### config.mk
export PLATFORM = sky130hd
export DESIGN_NAME = alu_sequencer
export DESIGN_NICKNAME = d
export VERILOG_FILES = /design/src/rtl/alu_pkg.sv /design/src/rtl/alu_sequencer_alu.sv /design/src/rtl/alu_sequencer.sv
export SDC_FILE = /design/constraint.sdc
export NUM_CORES = 1
export LEC_CHECK = 0
export ABC_AREA = 1
export BUFFER_PORTS_ARGS = -buffer_cell sky130_fd_sc_hd__buf_2
export CORE_AREA = 2 2 152 154
export CTS_BUF_LIST = sky130_fd_sc_hd__clkbuf_4 sky130_fd_sc_hd__clkbuf_8 sky130_fd_sc_hd__clkbuf_16
export DETAILED_ROUTE_END_ITERATION = 6
export DIE_AREA = 0 0 154 156
export GPL_TIMING_DRIVEN = 0
export PLACE_DENSITY_LB_ADDON = 0.15
export SYNTH_ARGS = -nofsm -noshare
export SYNTH_HDL_FRONTEND = slang
export SYNTH_SLANG_ARGS = --single-unit
### constraint.sdc
create_clock -name clk -period 6.3 [get_ports clk]
set_clock_uncertainty 0.05 [all_clocks]
set_input_delay 1.26 -clock clk [delete_from_list [all_inputs] [get_ports clk]]
set_output_delay 1.26 -clock clk [all_outputs]
set_load 0.01 [all_outputs]
### src/rtl/alu_pkg.sv
// rtl/alu_pkg.sv - shared constants for the ALU sequencer and ALU
package alu_pkg;

  localparam int W     = 16;
  localparam int NREGS = 8;

  localparam logic [2:0] OP_ADD   = 3'b000;
  localparam logic [2:0] OP_SUB   = 3'b001;
  localparam logic [2:0] OP_SHL1  = 3'b010;
  localparam logic [2:0] OP_ROTR1 = 3'b011;
  localparam logic [2:0] OP_AND   = 3'b100;
  localparam logic [2:0] OP_OR    = 3'b101;
  localparam logic [2:0] OP_XOR   = 3'b110;
  localparam logic [2:0] OP_NOT   = 3'b111;

  localparam logic [1:0] S_IDLE  = 2'd0;
  localparam logic [1:0] S_FETCH = 2'd1;
  localparam logic [1:0] S_EXEC  = 2'd2;
  localparam logic [1:0] S_WB    = 2'd3;

endpackage

### src/rtl/alu_sequencer_alu.sv
// rtl/alu_sequencer_alu.sv - combinational 16-bit ALU with carry/borrow out
module ALU #(
  parameter int W = 16
) (
  input  logic [W-1:0] a,
  input  logic [W-1:0] b,
  input  logic [2:0]   op,
  output logic [W-1:0] y,
  output logic         c_out
);
  import alu_pkg::*;

  logic [W:0] wide;

  // Result and carry; carry is only meaningful for add/sub (borrow for sub)
  always_comb begin
    wide  = '0;
    y     = '0;
    c_out = 1'b0;
    case (op)
      OP_ADD: begin
        wide  = {1'b0, a} + {1'b0, b};
        y     = wide[W-1:0];
        c_out = wide[W];
      end
      OP_SUB: begin
        wide  = {1'b0, a} - {1'b0, b};
        y     = wide[W-1:0];
        c_out = wide[W];
      end
      OP_SHL1:  y = {a[W-2:0], 1'b0};
      OP_ROTR1: y = {a[0], a[W-1:1]};
      OP_AND:   y = a & b;
      OP_OR:    y = a | b;
      OP_XOR:   y = a ^ b;
      default:  y = ~a;
    endcase
  end

endmodule

### src/rtl/alu_sequencer.sv
// rtl/alu_sequencer.sv - multi-cycle command sequencer owning an 8x16 register file
module alu_sequencer #(
  parameter int NREGS = 8,
  parameter int W     = 16
) (
  input  logic                     clk,
  input  logic                     reset_n,
  input  logic                     cmd_valid,
  output logic                     cmd_ready,
  input  logic                     cmd_ld,
  input  logic [2:0]               cmd_op,
  input  logic [$clog2(NREGS)-1:0] cmd_rd,
  input  logic [$clog2(NREGS)-1:0] cmd_ra,
  input  logic [$clog2(NREGS)-1:0] cmd_rb,
  input  logic [W-1:0]             cmd_imm,
  output logic                     done,
  output logic                     flag_z,
  output logic                     flag_c,
  input  logic [$clog2(NREGS)-1:0] dbg_addr,
  output logic [W-1:0]             dbg_data
);
  import alu_pkg::*;

  localparam int AW = $clog2(NREGS);

  logic [1:0]    state_q, state_d;
  logic          ld_q, ld_d;
  logic [2:0]    op_q, op_d;
  logic [AW-1:0] rd_q, rd_d, ra_q, ra_d, rb_q, rb_d;
  logic [W-1:0]  opa_q, opa_d, opb_q, opb_d, res_q, res_d;
  logic          carry_q, carry_d;
  logic          z_q, z_d, c_q, c_d;
  logic          done_q, done_d;
  logic [W-1:0]  regs_q [NREGS];
  logic [W-1:0]  regs_d [NREGS];

  logic [W-1:0]  alu_y;
  logic          alu_c;

  ALU #(.W(W)) u_alu (
    .a     (opa_q),
    .b     (opb_q),
    .op    (op_q),
    .y     (alu_y),
    .c_out (alu_c)
  );

  assign cmd_ready = (state_q == S_IDLE);
  assign done      = done_q;
  assign flag_z    = z_q;
  assign flag_c    = c_q;
  assign dbg_data  = regs_q[dbg_addr];

  // Next-state: accept in IDLE, fetch operands, capture ALU, write back
  always_comb begin
    state_d = state_q;
    ld_d    = ld_q;
    op_d    = op_q;
    rd_d    = rd_q;
    ra_d    = ra_q;
    rb_d    = rb_q;
    opa_d   = opa_q;
    opb_d   = opb_q;
    res_d   = res_q;
    carry_d = carry_q;
    z_d     = z_q;
    c_d     = c_q;
    done_d  = 1'b0;
    regs_d  = regs_q;
    case (state_q)
      S_IDLE: begin
        if (cmd_valid) begin
          ld_d = cmd_ld;
          op_d = cmd_op;
          rd_d = cmd_rd;
          ra_d = cmd_ra;
          rb_d = cmd_rb;
          if (cmd_ld) begin
            res_d   = cmd_imm;
            state_d = S_WB;
          end else begin
            state_d = S_FETCH;
          end
        end
      end
      S_FETCH: begin
        opa_d   = regs_q[ra_q];
        opb_d   = regs_q[rb_q];
        state_d = S_EXEC;
      end
      S_EXEC: begin
        res_d = alu_y;
        // The ALU carry is only defined for add/sub, so it is ignored otherwise
        if (op_q == OP_ADD || op_q == OP_SUB) carry_d = alu_c;
        state_d = S_WB;
      end
      default: begin
        regs_d[rd_q] = res_q;
        z_d          = (res_q == '0);
        if (!ld_q && (op_q == OP_ADD || op_q == OP_SUB)) c_d = carry_q;
        done_d       = 1'b1;
        state_d      = S_IDLE;
      end
    endcase
  end

  // State registers; reset aborts any in-flight command
  always_ff @(posedge clk or negedge reset_n) begin
    if (!reset_n) begin
      state_q <= S_IDLE;
      ld_q    <= 1'b0;
      op_q    <= '0;
      rd_q    <= '0;
      ra_q    <= '0;
      rb_q    <= '0;
      opa_q   <= '0;
      opb_q   <= '0;
      res_q   <= '0;
      carry_q <= 1'b0;
      z_q     <= 1'b0;
      c_q     <= 1'b0;
      done_q  <= 1'b0;
      for (int i = 0; i < NREGS; i++) regs_q[i] <= '0;
    end else begin
      state_q <= state_d;
      ld_q    <= ld_d;
      op_q    <= op_d;
      rd_q    <= rd_d;
      ra_q    <= ra_d;
      rb_q    <= rb_d;
      opa_q   <= opa_d;
      opb_q   <= opb_d;
      res_q   <= res_d;
      carry_q <= carry_d;
      z_q     <= z_d;
      c_q     <= c_d;
      done_q  <= done_d;
      regs_q  <= regs_d;
    end
  end

endmodule

==> Word level (Yosys, flattened, before mapping) <==
Cells that the tools add are included.
{ "totals": {"input_bits": 35, "ff_bits": 195, "word_cells": 81, "out_inout_bits": 20} }
{ "classes": {"add_sub_neg": 2, "bitwise": 9, "reduce_logical": 13, "n_eq_ne": 10, "magnitude_cmp": 5, "muxes": 21} }
{ "ops": {"columns": ["cell", "count"], "rows": [
  ["$bmux W16 S3", 3],
  ["$mux W16", 9],
  ["$bwmux W128", 1],
  ["$pmux W16 S7", 1],
  ["$demux W16 S3", 1],
  ["$pmux W16 S2", 1],
  ["$add A16 B16 Y17", 1],
  ["$sub A16 B16 Y17", 1],
  ["$and A16 B16 Y16", 1],
  ["$ge A4 B4 Y1 const B", 4],
  ["$logic_not A16 Y1", 1],
  ["$not A16 Y16", 1],
  ["$not A3 Y4", 4],
  ["$or A16 B16 Y16", 1],
  ["$xor A16 B16 Y16", 1],
  ["$eq A3 B3 Y1 const B", 3],
  ["$eq A3 B2 Y1 const B", 2],
  ["$pmux W2 S3", 1],
  ["$reduce_and A2 Y1", 3],
  ["$lt A4 B1 Y1 const B", 1],
  ["$mux W2", 2],
  ["$eq A3 B1 Y1 const B", 1],
  ["$logic_not A3 Y1", 1],
  ["$reduce_and A3 Y1", 1],
  ["13 further kinds", 14]
]} }

==> Longest topological paths before layout <==
{ "depth": {"depth_word": 6, "ltp_mapped": 15, "mapped_depth_nobuf": 15} }

==> Modules after synthesis <==
A second synthesis with hierarchy kept.
{ "hier_totals": {"hier_cells": 2199, "area_unflattened_um2": 14262.4} }
{ "modules_own_cells": {"columns": ["module", "instances", "cells_per_inst", "area_each_um2", "seq_area_each_um2"], "rows": [
  ["alu_sequencer", 1, 1591, 11086.9, 4879.7],
  ["ALU", 1, 608, 3175.5, 0.0]
]} }

==> Worst setup path before layout <==
OpenSTA, ideal clock, no wires.
{ "synth_path": {"path_kind": "input to output", "from": "input dbg_addr[1]", "to": "output dbg_data[1]", "required_ns": 4.990, "path_buffers": 2, "arrival_ns": 2.177, "cell_stages": 6, "path_slack_ns": 2.813, "cell_sequence": "buf_2 clkbuf_1 o21ai_0 o21ai_0 nor2_1 a31oi_1"} }
{ "synth_between": {"elab_chain_len": 4} }
{ "synth_rtl": {"columns": ["item", "line", "source"], "rows": [
  ["start: declaration", "alu_sequencer.sv:19", "input logic [$clog2(NREGS)-1:0] dbg_addr,"],
  ["$not A3 Y4 (implied by the code)", "alu_sequencer.sv:52", "assign dbg_data = regs_q[dbg_addr];"],
  ["$bmux W16 S3", "alu_sequencer.sv:52", null],
  ["$mux W16 (implied by the code) (2 in a row)", "alu_sequencer.sv:52", null],
  ["end: declaration", "alu_sequencer.sv:20", "output logic [W-1:0] dbg_data"]
]} }
No other way between the ends. The select of a mux whose other input is x is not followed.

==> Worst setup path in the final report <==
{ "layout_path": {"from": "input dbg_addr[1]", "to": "output dbg_data[13]"} }
Same word-level chain as after synthesis.

==> metrics <==
mean post-synth cell area 6.92 um^2; hpwl dp just over 40 mm; combinational share of power 59.7%; top cell type's share of synthesized area 36.7%; WP buf/inv 3; final instance area 14600 um^2; post-synthesis register bit count 195; top cells by area, synth dfrtp_1 37%, o21ai_0 14%, nand2_1 12%, a21oi_1 7.3%, inv_1 5.8%; Sw Ratio 55.0%; clk_lat worst skew ~0.46 ns; GRT overflow 0; crit path DAT approximately 3.0 ns; Cell Area, Placed 14000 um^2; sequential power share ~27%; Tot GR Track Use between 40% and 50%; Power Internal 3.84 mW; Net count, final about 2100; min-delay worst type flop to flop; register area share after synthesis between 30% and 40%; CTS sink cnt slightly below 200; DRC 0; DIE AREA ~24000 um^2; Die Wd 154 um; r2r setup slk between 3 and 4 ns; worst-path cell chain buf_2, clkbuf_1, o21ai_0, o21ai_0, nor2_1, a31oi_1, buf_2; vias in the first global route about 14000; Std-Cell Rows 55; maximum VDD drop between 0.2 and 0.25 mV; Longest Clk Path Bufs 2; CORE AREA around 22000 um^2; Via density around 6.3; WP data required around 5.0 ns; setup repair bufs after CTS 0; max incr delay on CP 0.47 ns; I/O Buffers 53; Sw Pwr between 4 and 5 mW; Post-CTS Resized 0; syn_nets around 2000; Final Wtd Congestion 1.11; root buf cell clkbuf_16; commonest cells after routing, fill and taps aside 427 x nand2_1, 366 x o21ai_0, 207 x inv_1, 195 x dfrtp_1, 193 x a21oi_1; M1 WL around 20 mm; clk slew on worst S/H paths ~0.08 ns; Clock power frac around an eighth; commonest non-fill, non-tap cell in the layout nand2_1; Largest delay share family, worst path buffers and inverters; Slew headroom 33.3%; status finished, final reports clean; worst-margin pin slew a little under 1 ns; Post-Synthesis Cells between 1500 and 2000; Syn. warnings 0; routed wire length roughly 52 mm; Pre-antenna DRT Iters 6; Unique masters post-synth 37; routed vias ~15000; P_leak around 7 nW; Hold Vio Cnt, Final 0; Layout Area Growth over Synthesis 9.42%; count of pins over their slew limit 0; Fillers between 2000 and 2500; post-cts hold buffer count 0; IO Pins 55; final period utilization 68.7%; # setup viols final 0; largest net degree at the start of global routing 109; MaxCap Viol Count 0; crit-path max FO 10; setup TNS 0 ns; starting density of the core between 50% and 60%; startpoint types primary input; diode count 0; share of cells above drive strength 1 between 6 and 7%; Power Dens Cells ~590 nW/um^2; initial drt markers 1981; Max Clock Freq about 0.23 GHz; Clock H-tree levels 4; highest metal used met5; total CTS buffers 17; DRT antenna net count 0; RSZ-0062 raised after global routing no; Final min period ~4.3 ns; TritonCTS clock tree done; critical path type primary input to output port; initial antenna violation count 2; Routed WL per cell ~23 um; met2 WL approximately 24 mm; first-pass GRT wire length between 70 and 80 mm; Post-Syn Area 13300 um^2; Worst setup EP type output port; Met3 Wirelength between 5 and 6 mm; leading area contributor after synthesis dfrtp_1; crit path max-delay cell type clkbuf_1; Die Span Y ~160 um
## power groups by stage
| stage | combinational [mW] | sequential (mW) | clock [mW] |
|---|---|---|---|
| floorplan | 3.29 | 2.15 | 0 |
| global placement | 4.75 | 2.28 | 0 |
| detailed placement | 4.85 | 2.30 | 0 |
| CTS | 4.88 | 2.29 | 1.11 |
| global route | 5.54 | 2.38 | 1.15 |
| finish | 5.09 | 2.32 | 1.12 |
## kinds of logic after synthesis
family / after synthesis / synth area share (%)
compound gates: 678 / 27.6
fa+ha+maj: 56 / 5.38
buf+inv: 340 / 10.2
flops: 195 / 36.7
mux: 1 / 0.0846
simple gates: 654 / 20.1
## Yosys cell counts (all sizes together)
cell type,number
nand2,430
ha,54
o211ai,40
nor3,15
and2,2
nand3,101
fa,2
a21boi,2
dfrtp,195
inv,212
o221ai,23
mux2,1
or2,2
and3,1
nand3b,1
nand4,7
a22oi,7
o21ai,370
o22ai,19
nor4,7
buf,53
clkbuf,73
a21oi,195
o2111ai,4
a31oi,17
nor2,88
o21bai,1
clkinv,2
## flip-flops by register name, summed over array words and instances (netlist names)
register	cells
carry_q	1
done	1
flag_c	1
flag_z	1
ld_q	1
op_q	3
opa_q	16
opb_q	16
ra_q	3
rb_q	3
rd_q	3
regs_q	128
res_q	16
state_q	2
## path summary, 6_finish.rpt
check | from | end | cells after the start
min in group asynchronous | reset_n | regs_q[79] | 1
worst min register to register | regs_q[33] | regs_q[33] | 2
worst min-delay path | regs_q[33] | regs_q[33] | 2
worst max-delay path | dbg_addr[1] | dbg_data[13] | 7
max in group asynchronous | reset_n | opb_q[7] | 2
worst max register to register | opa_q[0] | carry_q | 15
## per-layer routing
| layer | vias up | global-route usage, % |
|---|---|---|
| li1 | 6620 | - |
| met3 | 254 | 8.58 |
| met4 | 4 | 27.9 |
| met5 | - | 0 |
| met2 | 945 | 71.4 |
| met1 | 6685 | 52.5 |
## through the flow
stage | setup slack (ns) | total power, mW | utilization (%) | cells | hold WS (ns)
2_1_floorplan | 2.81 | 5.44 | - | 1924 | 0.403
3_3_place_gp | 0.891 | 7.03 | 62.3 | 2262 | 0.416
3_5_place_dp | 2.15 | 7.16 | 62.5 | 2263 | 0.423
4_1_cts | 2.14 | 8.29 | 65.1 | 2295 | 0.441
5_1_grt | 1.95 | 9.07 | 65.1 | 2295 | 0.467
6_report | 1.97 | 8.53 | 65.1 | 2295 | 0.441
## cell type report
| type | count | area, um^2 | area share [%] |
|---|---|---|---|
| inverter | 214 | 803 | 5.51 |
| tap | 285 | 357 | 2.45 |
| multi-input combinational | 1389 | 7080 | 48.6 |
| clock buffer | 18 | 439 | 3.01 |
| clock inverter | 14 | 155 | 1.07 |
| sequential | 195 | 4880 | 33.5 |
| timing repair buffer | 54 | 303 | 2.08 |
| buffer | 126 | 552 | 3.79 |
## tightest hold or removal path, stage by stage, from the launching register on
cell,delay [ns]
dfrtp_1,0.35
nand2_1,0.05
o21ai_0,0.06
Power figures use the tool's default switching activity.
